### src/rtl/mult_pkg.sv
// Shared types and constants for the HI/LO multiplier block.
//   state_t  : control FSM states (IDLE, BUSY)
//   DATA_W   : operand / HI / LO width
//   PROD_W   : full product width
//   MULT_LAT_DEF : default accept-to-update latency in cycles
//   mag()    : operand magnitude for signed or unsigned mode
package mult_pkg;

    localparam int unsigned DATA_W       = 32;
    localparam int unsigned PROD_W       = 64;
    localparam int unsigned CNT_W        = 4;
    localparam int unsigned MULT_LAT_DEF = 4;

    typedef enum logic [0:0] {
        IDLE,
        BUSY
    } state_t;

    // Two's-complement negation of 0x80000000 yields 0x80000000, which read
    // unsigned is exactly 2^31, so the most negative value needs no special case.
    function automatic logic [DATA_W-1:0] mag(input logic [DATA_W-1:0] v, input logic s);
        return (s && v[DATA_W-1]) ? (~v + DATA_W'(1)) : v;
    endfunction

endpackage

### src/rtl/mult_32b.sv
// Combinational 32x32 unsigned multiplier.
//   a, b : unsigned operands
//   prod : full 64-bit unsigned product
module mult_32b
    import mult_pkg::*;
(
    input  logic [DATA_W-1:0] a,
    input  logic [DATA_W-1:0] b,
    output logic [PROD_W-1:0] prod
);

    assign prod = PROD_W'(a) * PROD_W'(b);

endmodule

### src/rtl/mult_hilo.sv
// Multi-cycle multiplier with HI/LO result registers.
//   clk, rst     : clock, asynchronous active-high reset
//   start        : accept op_a * op_b (with is_signed) when idle
//   is_signed    : 1 = two's-complement operands, 0 = unsigned
//   op_a, op_b   : 32-bit operands
//   mthi, mtlo   : direct writes of wdata to hi / lo when idle
//   wdata        : data for direct writes
//   hi, lo       : registered upper / lower product halves
//   busy         : operation in flight
//   done         : one-cycle pulse following the HI/LO update
module mult_hilo
    import mult_pkg::*;
#(
    parameter int unsigned MULT_LAT = MULT_LAT_DEF
) (
    input  logic              clk,
    input  logic              rst,
    input  logic              start,
    input  logic              is_signed,
    input  logic [DATA_W-1:0] op_a,
    input  logic [DATA_W-1:0] op_b,
    input  logic              mthi,
    input  logic              mtlo,
    input  logic [DATA_W-1:0] wdata,
    output logic [DATA_W-1:0] hi,
    output logic [DATA_W-1:0] lo,
    output logic              busy,
    output logic              done
);

    state_t            state_q, state_d;
    logic [CNT_W-1:0]  cnt_q, cnt_d;
    logic [DATA_W-1:0] a_q, a_d;
    logic [DATA_W-1:0] b_q, b_d;
    logic              neg_q, neg_d;
    logic [DATA_W-1:0] hi_q, hi_d;
    logic [DATA_W-1:0] lo_q, lo_d;
    logic              done_q, done_d;

    logic [PROD_W-1:0] prod;
    logic [PROD_W-1:0] result;

    mult_32b u_mult (
        .a    (a_q),
        .b    (b_q),
        .prod (prod)
    );

    // Sign fix-up on the unsigned product of the magnitudes.
    assign result = neg_q ? (PROD_W'(0) - prod) : prod;

    always_comb begin
        state_d = state_q;
        cnt_d   = cnt_q;
        a_d     = a_q;
        b_d     = b_q;
        neg_d   = neg_q;
        hi_d    = hi_q;
        lo_d    = lo_q;
        done_d  = 1'b0;

        unique case (state_q)
            IDLE: begin
                if (start) begin
                    // Start takes priority; simultaneous direct writes are dropped.
                    state_d = BUSY;
                    cnt_d   = CNT_W'(MULT_LAT - 1);
                    a_d     = mag(op_a, is_signed);
                    b_d     = mag(op_b, is_signed);
                    neg_d   = is_signed & (op_a[DATA_W-1] ^ op_b[DATA_W-1]);
                end else begin
                    if (mthi) hi_d = wdata;
                    if (mtlo) lo_d = wdata;
                end
            end
            BUSY: begin
                if (cnt_q == '0) begin
                    state_d = IDLE;
                    hi_d    = result[PROD_W-1:DATA_W];
                    lo_d    = result[DATA_W-1:0];
                    done_d  = 1'b1;
                end else begin
                    cnt_d = cnt_q - CNT_W'(1);
                end
            end
            default: state_d = IDLE;
        endcase
    end

    always_ff @(posedge clk or posedge rst) begin
        if (rst) begin
            state_q <= IDLE;
            cnt_q   <= '0;
            a_q     <= '0;
            b_q     <= '0;
            neg_q   <= 1'b0;
            hi_q    <= '0;
            lo_q    <= '0;
            done_q  <= 1'b0;
        end else begin
            state_q <= state_d;
            cnt_q   <= cnt_d;
            a_q     <= a_d;
            b_q     <= b_d;
            neg_q   <= neg_d;
            hi_q    <= hi_d;
            lo_q    <= lo_d;
            done_q  <= done_d;
        end
    end

    assign hi   = hi_q;
    assign lo   = lo_q;
    assign busy = (state_q == BUSY);
    assign done = done_q;

endmodule

### config.mk
export PLATFORM = sky130hd
export DESIGN_NAME = mult_hilo
export DESIGN_NICKNAME = d
export VERILOG_FILES = /design/src/rtl/mult_pkg.sv /design/src/rtl/mult_32b.sv /design/src/rtl/mult_hilo.sv
export SDC_FILE = /design/constraint.sdc
export NUM_CORES = 2
export LEC_CHECK = 0
export ABC_CLOCK_PERIOD_IN_PS = 9600
export CORE_MARGIN = 2
export CORE_UTILIZATION = 60
export CTS_CLUSTER_DIAMETER = 60
export DETAILED_ROUTE_END_ITERATION = 6
export PLACE_DENSITY_LB_ADDON = 0.08
export SYNTH_ARGS = -nofsm -noshare
export SYNTH_HDL_FRONTEND = slang
export SYNTH_SLANG_ARGS = --single-unit
### constraint.sdc
create_clock -name clk -period 9.6 [get_ports clk]
set_clock_uncertainty 0.05 [all_clocks]
set_input_delay 0.96 -clock clk [delete_from_list [all_inputs] [get_ports clk]]
set_output_delay 0.96 -clock clk [all_outputs]
set_load 0.005 [all_outputs]
# After elaboration in Yosys (flattened, before gate mapping)
# Cells that the tools add are included.
dict set report word_totals {
  register_bits 135
  out_inout_bits 66
  input_bits 102
  elab_cells 50
}
dict set report classes {
  muxes 19
  n_reduce_logical 7
  add_sub_neg 4
  multipliers 1
  eq_ne 6
  bitwise_logic 5
}
# cell count
set ops {}
lappend ops {{32-bit 2-to-1 mux} 8}
lappend ops {{32-bit case mux with 2 select lines} 2}
lappend ops {{32-bit by 1-bit adder with 32-bit output (second input constant)} 2}
lappend ops {{32-bit by 32-bit multiplier with 64-bit output} 1}
lappend ops {{64-bit 2-to-1 mux} 1}
lappend ops {{32-bit NOT} 2}
lappend ops {{1-bit by 64-bit subtractor with 64-bit output (first input constant)} 1}
lappend ops {{2-bit != test (second input constant)} 5}
lappend ops {{4-bit 2-to-1 mux} 2}
lappend ops {{4-bit case mux with 2 select lines} 1}
lappend ops {{3-bit AND reduction} 2}
lappend ops {{4-bit logical NOT} 1}
lappend ops {{1-bit 2-to-1 mux} 4}
lappend ops {{2-bit AND reduction} 2}
lappend ops {{4-bit by 1-bit subtractor with 4-bit output (second input constant)} 1}
lappend ops {{1-bit logical AND} 2}
lappend ops {{2-bit by 1-bit != test with 1-bit output (second input constant)} 1}
lappend ops {{1-bit case mux with 2 select lines} 1}
lappend ops {{1-bit bitwise AND} 1}
lappend ops {{1-bit NOT} 1}
lappend ops {{1-bit bitwise XOR} 1}

# Longest topological paths before layout
dict set report logic_depth {
  word_depth 5
  depth_mapped 32
  ltp_nobuf 28
}

# Hierarchy
# Synthesis repeated with hierarchy kept, for this count alone.
dict set report hier_totals {
  cells_unflattened 4600
  area_unflattened_um2 41233.3
}
# mod cells_per_inst area_each_um2 instances seq_area_each_um2
set by_module_without_submodules {}
lappend by_module_without_submodules {mult_32b 3651 33078.0 1 0.0}
lappend by_module_without_submodules {mult_hilo 949 8155.3 1 3378.2}

# Worst setup path before layout
# No wires, ideal clock.
dict set report synth_timing {
  kind {reg-to-reg}
  start {register a_q[30]}
  end {register hi_q[28], in the netlist hi[28]}
  slack_ns 1.210
  path_stages_with_launch 30
  n_path_buf 2
  setup_time_ns 0.104
  arrival_ns 8.236
  cell_sequence {dfrtp_1 > clkbuf_1 > nand2_1 > fa_1 > inv_1 > fa_1 > fa_1 > inv_1 > fa_1 > inv_1 > fa_1 > fa_1 > fa_1 > inv_1 > fa_1 > inv_1 > ha_1 > clkbuf_1 > nand4_1 > nor4_1 > nand2_1 > o211ai_1 > nor2_1 > o31ai_1 > xor2_1 > nor4_4 > nand4_1 > o21ai_0 > xor2_1 > a221oi_1}
}
dict set report synth_via {
  elab_chain_cells 5
}
# element line_no
set synth_lines {}
lappend synth_lines {{start, declared} mult_hilo.sv:33} ;# logic [DATA_W-1:0] a_q, a_d;
lappend synth_lines {{start signal, assigned} mult_hilo.sv:94} ;# a_q <= '0;
lappend synth_lines {{start signal, assigned} mult_hilo.sv:103} ;# a_q <= a_d;
lappend synth_lines {{32-bit by 32-bit multiplier with 64-bit output (*)} mult_32b.sv:12} ;# assign prod = PROD_W'(a) * PROD_W'(b);
lappend synth_lines {{1-bit by 64-bit subtractor with 64-bit output} mult_hilo.sv:50} ;# assign result = neg_q ? (PROD_W'(0) - prod) : prod;
lappend synth_lines {{64-bit 2-to-1 mux (*)} mult_hilo.sv:50}
lappend synth_lines {{32-bit 2-to-1 mux (*)} mult_hilo.sv:77} ;# if (cnt_q == '0) begin
lappend synth_lines {{32-bit case mux with 2 select lines (*)} mult_hilo.sv:62} ;# unique case (state_q)
lappend synth_lines {{end signal, assigned} mult_hilo.sv:106} ;# hi_q <= hi_d;
lappend synth_lines {{end, declared} mult_hilo.sv:36} ;# logic [DATA_W-1:0] hi_q, hi_d;
# Every way passes the cells marked *; elsewhere a longest branch is shown, timed or not. The select of a mux whose other input is x is not followed.
# A chain may end at the register's enable or synchronous reset.

# Worst setup path after layout
dict set report layout_timing {
  start {register b_q[16]}
  end {register hi_q[25], in the netlist hi[25]}
}
dict set report layout_via {
  elab_chain_cells 5
}
# element line_no
set layout_lines {}
lappend layout_lines {{start, declared} mult_hilo.sv:34} ;# logic [DATA_W-1:0] b_q, b_d;
lappend layout_lines {{start signal, assigned} mult_hilo.sv:95} ;# b_q <= '0;
lappend layout_lines {{start signal, assigned} mult_hilo.sv:104} ;# b_q <= b_d;
lappend layout_lines {{32-bit by 32-bit multiplier with 64-bit output (*)} mult_32b.sv:12}
lappend layout_lines {{1-bit by 64-bit subtractor with 64-bit output} mult_hilo.sv:50}
lappend layout_lines {{64-bit 2-to-1 mux (*)} mult_hilo.sv:50}
lappend layout_lines {{32-bit 2-to-1 mux (*)} mult_hilo.sv:77}
lappend layout_lines {{32-bit case mux with 2 select lines (*)} mult_hilo.sv:62}
# Marked as above.

==> run summary <==
synth warn - 0
Synth cell types - 88
Clock Tree Buf Depth - 2
post-CTS setup buffer count - 0
layout cell share with drive strength beyond 1 - 5.59%
pins over their slew limit - 0
ANT nets after route - 0
core area - 70,000 um2
die area - 72,900 um2
number of DRC markers in iteration 0 - 2,658
vias after detailed routing - 33,896
detailed-route wire length per cell - 21.3 um
EDFF count, synth - 0
detailed-placement wirelength estimate - 104 mm
cell taking the most area after synthesis - fa_1
Cell Area, Synth - 42,500 um2
Avg Cell Area, Syn - 8.77 um2
Syn Inst Count - 4,843
gr usage total - 35.9%
final RePlAce weighted congestion - 0.984
worst-margin pin slew - 1.14 ns
RSZ-0062 raised after global routing - no
vias in the first global route - 35,310
Post-Route WL - 125 mm
Initial Util - 60.6%
CTS H-tree lvls - 4
pin count of the biggest net entering global routing - 94
setup violators final - 0
Relative slew margins - 23.2%
critical path class - reg -> reg
Final nets - 6,186
max-cap check violation count - 0
IO Port Bufs - 167
area growth from synthesis to layout - 9.19%
Vias/cell - 5.77
total gr overflow - 0
Pre-antenna DRT Iters - 6
CTS tree - built
Die Width - 270 um
post-synth top area share - 42.2%
Mapped Nets - 6,108
Antenna Cells - 0
CTS root buffer - clkbuf_16
top_reg_cell synth - dfrtp_1
final worst slack - 0.347 ns
first-pass GRT wire length - 201 mm
cts hold-fix bufs - 0
clk slew on worst S/H paths - 0.08 ns
pre-CTS setup slack - 0.114 ns
CP Max Fanout - 21
minimum clock period after layout - 9.25 ns
Worst Path Required - 9.88 ns
most frequent cells in the layout - fa_1, inv_1, nand2_1
top cells by area, synth - fa_1, and2_1, dfrtp_1
FMAX - 0.108 GHz
clock sinks - 135
Hold Path Class - reg -> reg
CP startpoint kind - flip-flop
crit path DAT - 9.53 ns
Worst-Skew Late Latency - 0.46 ns
most common cell after layout, fill and taps aside - fa_1
Setup crit end kind - flip-flop
CTS Buf Count - 17
Setup TNS Final - 0 ns
Yosys reg bits - 135
Die Ht - 270 um
status - finished clean
sequential area share after synthesis - 7.96%
DRC viols - 0
Row Count - 97
Final Hold Viols - 0
Async SR Flop Fraction - 100%
period utilisation layout - 96.4%
fill count - 5,927
I/O pins - 168
initial antenna violation count - 3
## metal layers
| layer | GRT usage (%) | up-vias | share of wire [%] |
|---|---|---|---|
| met4 | 9.69 | 2 | 2.8 |
| li1 | - | 14996 | - |
| met3 | 6.19 | 216 | 8.6 |
| met2 | 57.7 | 1428 | 47 |
| met1 | 50.6 | 17254 | 42 |
| met5 | 0 | - | 0.0088 |
## worst paths after layout
check                           slack (ns)  depth (start not counted)  endpoint    start
worst max-delay path                  0.35                         25    hi[25]  b_q[16]
worst max register to register        0.35                         25    hi[25]  b_q[16]
worst min-delay path                  0.43                          1    lo[31]   lo[31]
worst min register to register        0.43                          1    lo[31]   lo[31]
max in group asynchronous             7.09                          3      busy      rst
min in group asynchronous             0.90                          2   b_q[27]      rst
## sequential cells by signal, summed over array words and instances (netlist names)
register and cells:
busy 1, lo 32, a_q 32, b_q 32, done 1, hi 32, cnt_q 4, neg_q 1
## cell usage after synthesis (4+ instances only)
cell	count
clkbuf_1	271
dfrtp_1	135
nand3b_1	9
nor3b_1	11
nand2b_1	10
a221oi_1	6
a211o_1	4
or4_1	8
a31oi_1	17
and4_1	8
fa_1	896
o211ai_1	17
a311oi_1	4
o21ai_1	13
o21a_1	11
a211oi_1	36
buf_1	7
o21bai_1	8
nor3_1	41
xnor2_1	73
ha_1	267
and3_1	11
nor2b_1	7
a22oi_1	10
xor2_1	86
a21o_1	43
nor2_1	155
o41ai_1	9
or2_2	5
nor4_1	15
nand3_1	28
nand2_1	660
nand4_1	42
mux2i_1	8
inv_1	871
or3_1	11
o31ai_1	22
o21ai_0	189
o2111ai_1	9
and2_1	595
a21oi_1	132
a21boi_0	7
buf_2	11
## cell families after synthesis
kind of cell,count (synthesis),synth area share [%]
AO/OA/AOI/OAI,586,8.83
XOR/XNOR,159,3.28
adder cells (fa/ha/maj),1163,50.1
buffers and inverters,1163,10.3
flip-flops,135,7.96
multiplexers,9,0.215
AND/OR/NAND/NOR,1628,19.3
## area by class of cell
type	instances	area, um2	share of cell area (%)
Sequential cell	135	3420	7.37
Tap cell	940	1180	2.54
Inverter	871	3270	7.06
Clock buffer	17	425	0.918
Clock inverter	15	194	0.418
Timing Repair Buffer	351	3150	6.80
Multi-Input combinational cell	3545	34700	74.9
## through the flow
stage          hold WS (ns)  utilization, %  std cells  instance area, um2
6_report              0.429            66.2       5874               46400
5_1_grt               0.445            66.2       5874               46400
3_5_place_dp          0.415            65.3       5842               45700
4_1_cts               0.431            66.1       5874               46300
2_1_floorplan         0.423               -       4843               42500
3_3_place_gp          0.408            65.3       5842               45700
## what timing repair did
action,CTS,global route
gates resized for setup,0,31
endpoints found under the setup margin,0,27
endpoints found under the hold margin,0,0
## worst max-delay path, stage by stage (launching register included)
cell and delay [ns]:
dfrtp_1 0.82, and2_1 0.24, fa_1 0.44, fa_1 0.52
inv_1 0.05, fa_1 0.46, fa_1 0.52, inv_1 0.05
fa_1 0.60, fa_1 0.45, fa_1 0.55, fa_1 0.46
ha_1 0.44, a21oi_1 0.31, o21ai_0 0.29, a21oi_1 0.35
a21oi_1 0.17, or3_1 0.45, o211ai_1 0.45, o31ai_1 0.24
nor4_4 0.27, buf_4 0.20, nand4_4 0.11, nor3_1 0.24
mux2i_1 0.22, o221ai_1 0.13
Power is left out: the tool's default activity adds up to more than one toggle a clock period on the data nets, which glitch-free logic cannot reach.
